File: src/rtl/wb_hazard_scoreboard_if.sv
// Pipeline-side signals of the hazard scoreboard: ID operands, EX flush, WB commit,
// and the stall/issue decision returned to the ID stage.
interface wb_hazard_scoreboard_if #(
  parameter int AW = 3
);
  logic          id_valid;
  logic          id_regwrite;
  logic [AW-1:0] id_rd;
  logic [AW-1:0] id_rs1;
  logic [AW-1:0] id_rs2;
  logic          id_rs1_used;
  logic          id_rs2_used;
  logic          ex_flush;
  logic          ex_regwrite;
  logic [AW-1:0] ex_rd;
  logic          wb_regwrite;
  logic [AW-1:0] wb_rd;
  logic          stall;
  logic          issue;

  modport master (
    output id_valid, id_regwrite, id_rd, id_rs1, id_rs2, id_rs1_used, id_rs2_used,
    output ex_flush, ex_regwrite, ex_rd, wb_regwrite, wb_rd,
    input  stall, issue
  );

  modport slave (
    input  id_valid, id_regwrite, id_rd, id_rs1, id_rs2, id_rs1_used, id_rs2_used,
    input  ex_flush, ex_regwrite, ex_rd, wb_regwrite, wb_rd,
    output stall, issue
  );
endinterface

File: src/rtl/wb_hazard_scoreboard.sv
// Register scoreboard for the ID/EX/WB pipeline: counts pending writes per register,
// stalls ID on a RAW hazard, and keeps saturating stall statistics and sticky error flags.
module wb_hazard_scoreboard #(
  parameter int NREGS  = 8,
  parameter int AW     = 3,
  parameter int CNT_W  = 2,
  parameter int STAT_W = 16
) (
  input  logic                  clk,
  input  logic                  rst,
  wb_hazard_scoreboard_if.slave bus,
  output logic [NREGS-1:0]      busy_mask,
  output logic [STAT_W-1:0]     stall_count,
  output logic                  err_underflow,
  output logic                  err_overflow
);
  localparam int CNT_MAX = (1 << CNT_W) - 1;

  logic [CNT_W-1:0] cnt     [NREGS];
  logic [CNT_W-1:0] cnt_nxt [NREGS];
  logic [NREGS-1:0] inc_vec;
  logic [NREGS-1:0] dec_wb_vec;
  logic [NREGS-1:0] dec_fl_vec;
  logic             rs1_hit;
  logic             rs2_hit;
  logic             stall_int;
  logic             issue_int;
  logic             under_hit;
  logic             over_hit;
  int               net;

  // The hazard check reads the current counters, so rd == rs with nothing pending still issues.
  assign rs1_hit   = bus.id_rs1_used && (cnt[bus.id_rs1] != '0);
  assign rs2_hit   = bus.id_rs2_used && (cnt[bus.id_rs2] != '0);
  assign stall_int = bus.id_valid && (rs1_hit || rs2_hit);
  assign issue_int = bus.id_valid && !stall_int;
  assign bus.stall = stall_int;
  assign bus.issue = issue_int;

  assign inc_vec    = (issue_int && bus.id_regwrite)       ? (NREGS'(1) << bus.id_rd) : '0;
  assign dec_wb_vec = bus.wb_regwrite                      ? (NREGS'(1) << bus.wb_rd) : '0;
  assign dec_fl_vec = (bus.ex_flush && bus.ex_regwrite)    ? (NREGS'(1) << bus.ex_rd) : '0;

  // NOTE: every variable written here gets a default first, so no path can leave one unassigned and infer a latch.
  always_comb begin
    under_hit = 1'b0;
    over_hit  = 1'b0;
    net       = 0;
    for (int r = 0; r < NREGS; r++) begin
      cnt_nxt[r] = cnt[r];
      net = int'(cnt[r]) + int'(inc_vec[r]) - int'(dec_wb_vec[r]) - int'(dec_fl_vec[r]);
      if (net < 0) begin
        cnt_nxt[r] = '0;
        under_hit  = 1'b1;
      end else if (net > CNT_MAX) begin
        cnt_nxt[r] = CNT_W'(CNT_MAX);
        over_hit   = 1'b1;
      end else begin
        cnt_nxt[r] = CNT_W'(net);
      end
    end
  end

  // NOTE: sequential state uses non-blocking assignments so every register samples pre-edge values.
  // NOTE: the counter array is reset explicitly; a stale pending count would otherwise stall ID indefinitely.
  always_ff @(posedge clk) begin
    if (rst) begin
      for (int r = 0; r < NREGS; r++) begin
        cnt[r] <= '0;
      end
      busy_mask     <= '0;
      stall_count   <= '0;
      err_underflow <= 1'b0;
      err_overflow  <= 1'b0;
    end else begin
      for (int r = 0; r < NREGS; r++) begin
        cnt[r]       <= cnt_nxt[r];
        busy_mask[r] <= (cnt_nxt[r] != '0);
      end
      if (stall_int && (stall_count != '1)) begin
        stall_count <= stall_count + STAT_W'(1);
      end
      err_underflow <= err_underflow | under_hit;
      err_overflow  <= err_overflow  | over_hit;
    end
  end
endmodule

File: src/flat_wrapper.sv
// flat-port wrapper written by rule: the top's interface ports become plain ports
module wb_hazard_scoreboard_flat 
#(
  parameter int NREGS  = 8,
  parameter int AW     = 3,
  parameter int CNT_W  = 2,
  parameter int STAT_W = 16
)
  (clk, rst, busy_mask, stall_count, err_underflow, err_overflow, bus_id_valid, bus_id_regwrite, bus_id_rd, bus_id_rs1, bus_id_rs2, bus_id_rs1_used, bus_id_rs2_used, bus_ex_flush, bus_ex_regwrite, bus_ex_rd, bus_wb_regwrite, bus_wb_rd, bus_stall, bus_issue);
  wb_hazard_scoreboard_if #(.AW(AW)) bus_i ();
  input  logic clk;
  input  logic rst;
  output logic [NREGS-1:0] busy_mask;
  output logic [STAT_W-1:0] stall_count;
  output logic err_underflow;
  output logic err_overflow;
  input wire logic [$bits(bus_i.id_valid)-1:0] bus_id_valid;
  input wire logic [$bits(bus_i.id_regwrite)-1:0] bus_id_regwrite;
  input wire logic [$bits(bus_i.id_rd)-1:0] bus_id_rd;
  input wire logic [$bits(bus_i.id_rs1)-1:0] bus_id_rs1;
  input wire logic [$bits(bus_i.id_rs2)-1:0] bus_id_rs2;
  input wire logic [$bits(bus_i.id_rs1_used)-1:0] bus_id_rs1_used;
  input wire logic [$bits(bus_i.id_rs2_used)-1:0] bus_id_rs2_used;
  input wire logic [$bits(bus_i.ex_flush)-1:0] bus_ex_flush;
  input wire logic [$bits(bus_i.ex_regwrite)-1:0] bus_ex_regwrite;
  input wire logic [$bits(bus_i.ex_rd)-1:0] bus_ex_rd;
  input wire logic [$bits(bus_i.wb_regwrite)-1:0] bus_wb_regwrite;
  input wire logic [$bits(bus_i.wb_rd)-1:0] bus_wb_rd;
  output wire logic [$bits(bus_i.stall)-1:0] bus_stall;
  output wire logic [$bits(bus_i.issue)-1:0] bus_issue;
  assign bus_i.id_valid = bus_id_valid;
  assign bus_i.id_regwrite = bus_id_regwrite;
  assign bus_i.id_rd = bus_id_rd;
  assign bus_i.id_rs1 = bus_id_rs1;
  assign bus_i.id_rs2 = bus_id_rs2;
  assign bus_i.id_rs1_used = bus_id_rs1_used;
  assign bus_i.id_rs2_used = bus_id_rs2_used;
  assign bus_i.ex_flush = bus_ex_flush;
  assign bus_i.ex_regwrite = bus_ex_regwrite;
  assign bus_i.ex_rd = bus_ex_rd;
  assign bus_i.wb_regwrite = bus_wb_regwrite;
  assign bus_i.wb_rd = bus_wb_rd;
  assign bus_stall = bus_i.stall;
  assign bus_issue = bus_i.issue;
  wb_hazard_scoreboard #(.NREGS(NREGS), .AW(AW), .CNT_W(CNT_W), .STAT_W(STAT_W)) u_core (.clk(clk), .rst(rst), .bus(bus_i), .busy_mask(busy_mask), .stall_count(stall_count), .err_underflow(err_underflow), .err_overflow(err_overflow));
endmodule
File: config.mk
export PLATFORM = sky130hd
export DESIGN_NAME = wb_hazard_scoreboard_flat
export DESIGN_NICKNAME = d
export VERILOG_FILES = /design/src/rtl/wb_hazard_scoreboard_if.sv /design/src/rtl/wb_hazard_scoreboard.sv /design/src/flat_wrapper.sv
export SDC_FILE = /design/constraint.sdc
export NUM_CORES = 1
export LEC_CHECK = 0
export ABC_AREA = 1
export CORE_ASPECT_RATIO = 1.2
export CORE_MARGIN = 4
export CORE_UTILIZATION = 25
export CTS_CLUSTER_DIAMETER = 40
export CTS_CLUSTER_SIZE = 30
export DETAILED_ROUTE_END_ITERATION = 16
export DONT_BUFFER_PORTS = 1
export PLACE_DENSITY = 0.46
export SYNTH_ARGS = -nofsm -noshare
export SYNTH_HDL_FRONTEND = slang
export SYNTH_SLANG_ARGS = --single-unit
File: constraint.sdc
create_clock -name clk -period 4.48 [get_ports clk]
set_input_delay 0.672 -clock clk [delete_from_list [all_inputs] [get_ports clk]]
set_output_delay 0.672 -clock clk [all_outputs]
set_load 0.03 [all_outputs]
==> run_results.csv <==
group,metric,value,unit
worst_setup_path,cp_slowest_stage_delay,0.38,ns
sta,fin_ws,0.946,ns
worst_setup_path,crit_slowest_cell,"fa_1",
cells_and_area,fin_area,3350,um^2
logic_synthesis,synthFlopType,"dfxtp_1",
logic_synthesis,synth_fp_nets,484,
sta,clock_skew,0.00795,ns
grt,grt_use_total,11.8,%
worst_setup_path,cp_num_buf_inv,2,
logic_synthesis,ys_ff_latch,42,
worst_setup_path,path_class,"reg2reg",
clock_network,cts_root_buf,"clkbuf_16",
drt,dr.pass1.iters,5,
worst_setup_path,cp-end-kind,"flip-flop",
logic_synthesis,seq_area_frac_synth,28.2,%
power,powerDensity,347,nW/um^2
worst_setup_path,worst_r2r_endpoint,"u_core.err_overflow$_SDFF_PP0_",
sta,setup_viol,0,
cells_and_area,drive_gt1_share,6.67,%
logic_synthesis,yosysMostFrequentCell,"nand2_1",
power,vdd_ir_drop_max,0.208,mV
logic_synthesis,synthTopCellsByCount,"nand2_1, inv_1, nor2_1",
sta,tightest_slew,0.666,ns
worst_setup_path,cp_max_fo,18,
drt,avgViaCountPerCell,4.54,
logic_synthesis,ys_top_cells_by_area,"dfxtp_1, ha_1, nand2_1",
sta,slew_viol_final,0,
worst_setup_path,critPathRequiredTime,4.65,ns
sta,period_needed,3.53,ns
drt,vias,2618,
clock_network,clkSinkCount,42,
clock_network,cts_tree,"built",
sta,rsz0062_at_grt,"false",
sta,max-slew-margin-rel,55.7,%
worst_hold_path,hold_path.startpoint,"rst",
worst_hold_path,hp-class,"in2reg",
drt,dr.first_iter.drc_count,166,
sta,clock.fmax,283,MHz
floorplan,die-area,13800,um^2
floorplan,fp.dieW,108,um
worst_setup_path,worstPathCellList,"nor2_1 > nand2_1 > nand3_1 > nand3_1 > nand3_1 > nand2_2 > nor3_1 > nand2_1 > nor2_1 > ha_1 > fa_1 > inv_1 > ha_1 > ha_1 > nand2_1 > inv_1 > o22ai_1 > a21oi_1 > a21oi_1",
logic_synthesis,post_synth_num_cell_types,30,
logic_synthesis,synth_area_leader_cell,"dfxtp_1",
floorplan,dieHeight,128,um
clock_network,postCtsHoldBufs,0,
place,place_congestion,0.826,
cells_and_area,layout.nets,484,
sta,hold_viol,0,
place,post-dp-hpwl,6.40,mm
sta,tns,0,ns
clock_network,cts_resized,0,
floorplan,io_pins,52,
clock_network,path_clk_slew,0.06,ns
logic_synthesis,yosysTopAreaCellShare,28.2,%
floorplan,start_util,25.7,%
drt,drt_wl_total,7.82,mm
grt,grt_overflow,0,
place,dpl_worst_slack,0.750,ns
cells_and_area,instances_no_fill,577,
clock_network,cts_buffers,5,
clock_network,cts_max_level,2,
drt,post_drt_wl_per_cell,13.6,um
logic_synthesis,async_flop_share,0,%
job,maxCapViolCount,0,
worst_setup_path,cp_data_arrival_time,3.71,ns
cells_and_area,multi_input_area,1810,um^2
worst_hold_path,holdPathEnd,"u_core.err_overflow$_SDFF_PP0_",
worst_setup_path,r2r_setup_slack,0.95,ns
place,dp.cells,569,
logic_synthesis,synth_cells,419,
drt,route.detailed.drc,0,
grt,grt_pass1_vias,2654,
floorplan,core,11600,um^2
logic_synthesis,ys_warn_count,0,
cells_and_area,area_growth,12.0,%
worst_setup_path,rr_worst_depth,19,
logic_synthesis,synth_edf_count,0,
power,leakage,1.50,nW
worst_hold_path,holdPathStages,1,
worst_setup_path,r2r-start,"u_core.cnt[5][0]$_SDFF_PP0_",
cells_and_area,num_antenna_cells,0,
sta,post-route-period-util,78.9,%
grt,grt_pass1_wl,12.8,mm
worst_setup_path,cp-start-kind,"flip-flop",
grt,grt_max_degree,21,
cells_and_area,seq_area,841,um^2
clock_network,post_cts_buffers,0,
cells_and_area,fillers,1305,
logic_synthesis,syn-cell-area,2990,um^2
status,outcome,"completed",
drt,drtAntennaViolNets,0,
place,place.port_buffers,0,
floorplan,placementRows,43,
logic_synthesis,avgSynthCellArea,7.13,um^2
grt,antenna_found_initial,0,
worst_setup_path,cp_top_family,"simple AND/OR/NAND/NOR gates",
clock_network,cts_max_path_buffers,2,
place,post_dp_cell_area,3150,um^2
clock_network,clk_latency,0.29,ns
==> through the flow <==
step | hold WS, ns | util [%] | power [mW]
3_3_place_gp | 0.638 | 27.1 | 0.682
4_1_cts | 0.443 | 28.8 | 1.18
5_1_grt | 0.436 | 28.8 | 1.24
3_5_place_dp | 0.646 | 27.1 | 0.685
2_1_floorplan | 0.619 | - | 0.633
6_report | 0.452 | 28.8 | 1.16
==> power by group <==
group,switching [mW],internal [mW]
clock,0.153,0.335
sequential,0.0606,0.412
combinational,0.129,0.0710
==> flip-flops by register name, summed over array words and instances (netlist names) <==
name / cells
u_core.busy_mask: 8
u_core.err_overflow: 1
u_core.err_underflow: 1
u_core.cnt: 16
u_core.stall_count: 16
==> layout make-up <==
cell class | count | area share (%)
clock buffer | 6 | 4.15
clock inverter | 2 | 1.80
inverter | 79 | 8.86
multi-input combinational | 291 | 54.2
sequential | 42 | 25.1
tap | 157 | 5.87
==> routing by layer <==
| layer | GRT usage, % | vias up | share of wire (%) |
|---|---|---|---|
| met2 | 20.3 | 78 | 48 |
| li1 | - | 1350 | - |
| met1 | 14.2 | 1179 | 43 |
| met3 | 3.38 | 11 | 7.8 |
| met4 | 3.49 | 0 | 1.6 |
| met5 | 0 | - | 0 |
==> logic make-up (layout without fill, tap and decap cells) <==
kind of cell | Yosys count | count (layout) | synth area share, %
AO/OA/AOI/OAI | 46 | 46 | 9.09
XOR/XNOR | 12 | 12 | 3.52
adder cells (fa/ha/maj) | 41 | 41 | 19.2
buffers and inverters | 86 | 87 | 11.1
flip-flops | 42 | 42 | 28.2
AND/OR/NAND/NOR | 192 | 192 | 28.9
==> placed cells by master, fill, tap and decap left out <==
master / instances
nor3_2: 1
nand2_2: 4
inv_2: 2
a21oi_1: 25
or2_2: 3
nand2_1: 80
ha_1: 33
clkbuf_8: 1
nor2_1: 44
nand3_1: 30
bufinv_16: 2
nor4_1: 3
clkbuf_16: 5
nand3_4: 1
inv_1: 75
o21ai_0: 4
a21oi_2: 8
fa_1: 8
and2_1: 1
clkinv_1: 2
nor2_4: 1
xnor2_1: 5
a31oi_1: 8
nand4_1: 14
o22ai_1: 1
nand3b_1: 1
dfxtp_1: 42
xor2_1: 7
nor3_1: 9
==> worst register-to-register path, delay by kind of cell (launching register included) <==
| family | cells | cell delay (ns) |
|---|---|---|
| AO/OA/AOI/OAI | 3 | 0.47 |
| adder cells (fa/ha/maj) | 4 | 0.92 |
| AND/OR/NAND/NOR | 10 | 1.54 |
| buffers and inverters | 2 | 0.17 |
| flip-flops | 1 | 0.32 |
==> worst max-delay path by stage <==
stage                                            from                              to  slack [ns]  cells after the start
after detailed placement                bus_id_rs1[0]  u_core.err_overflow$_SDFF_PP0_        0.75                     15
after global placement                  bus_id_rs1[0]  u_core.err_overflow$_SDFF_PP0_        0.83                     15
after floorplan                         bus_id_rs1[0]  u_core.err_overflow$_SDFF_PP0_        1.30                     19
after global routing      u_core.cnt[5][0]$_SDFF_PP0_  u_core.err_overflow$_SDFF_PP0_        0.60                     15
final                     u_core.cnt[5][0]$_SDFF_PP0_  u_core.err_overflow$_SDFF_PP0_        0.95                     19
after CTS                 u_core.cnt[5][0]$_SDFF_PP0_  u_core.err_overflow$_SDFF_PP0_        0.87                     15
Power figures use the tool's default switching activity.
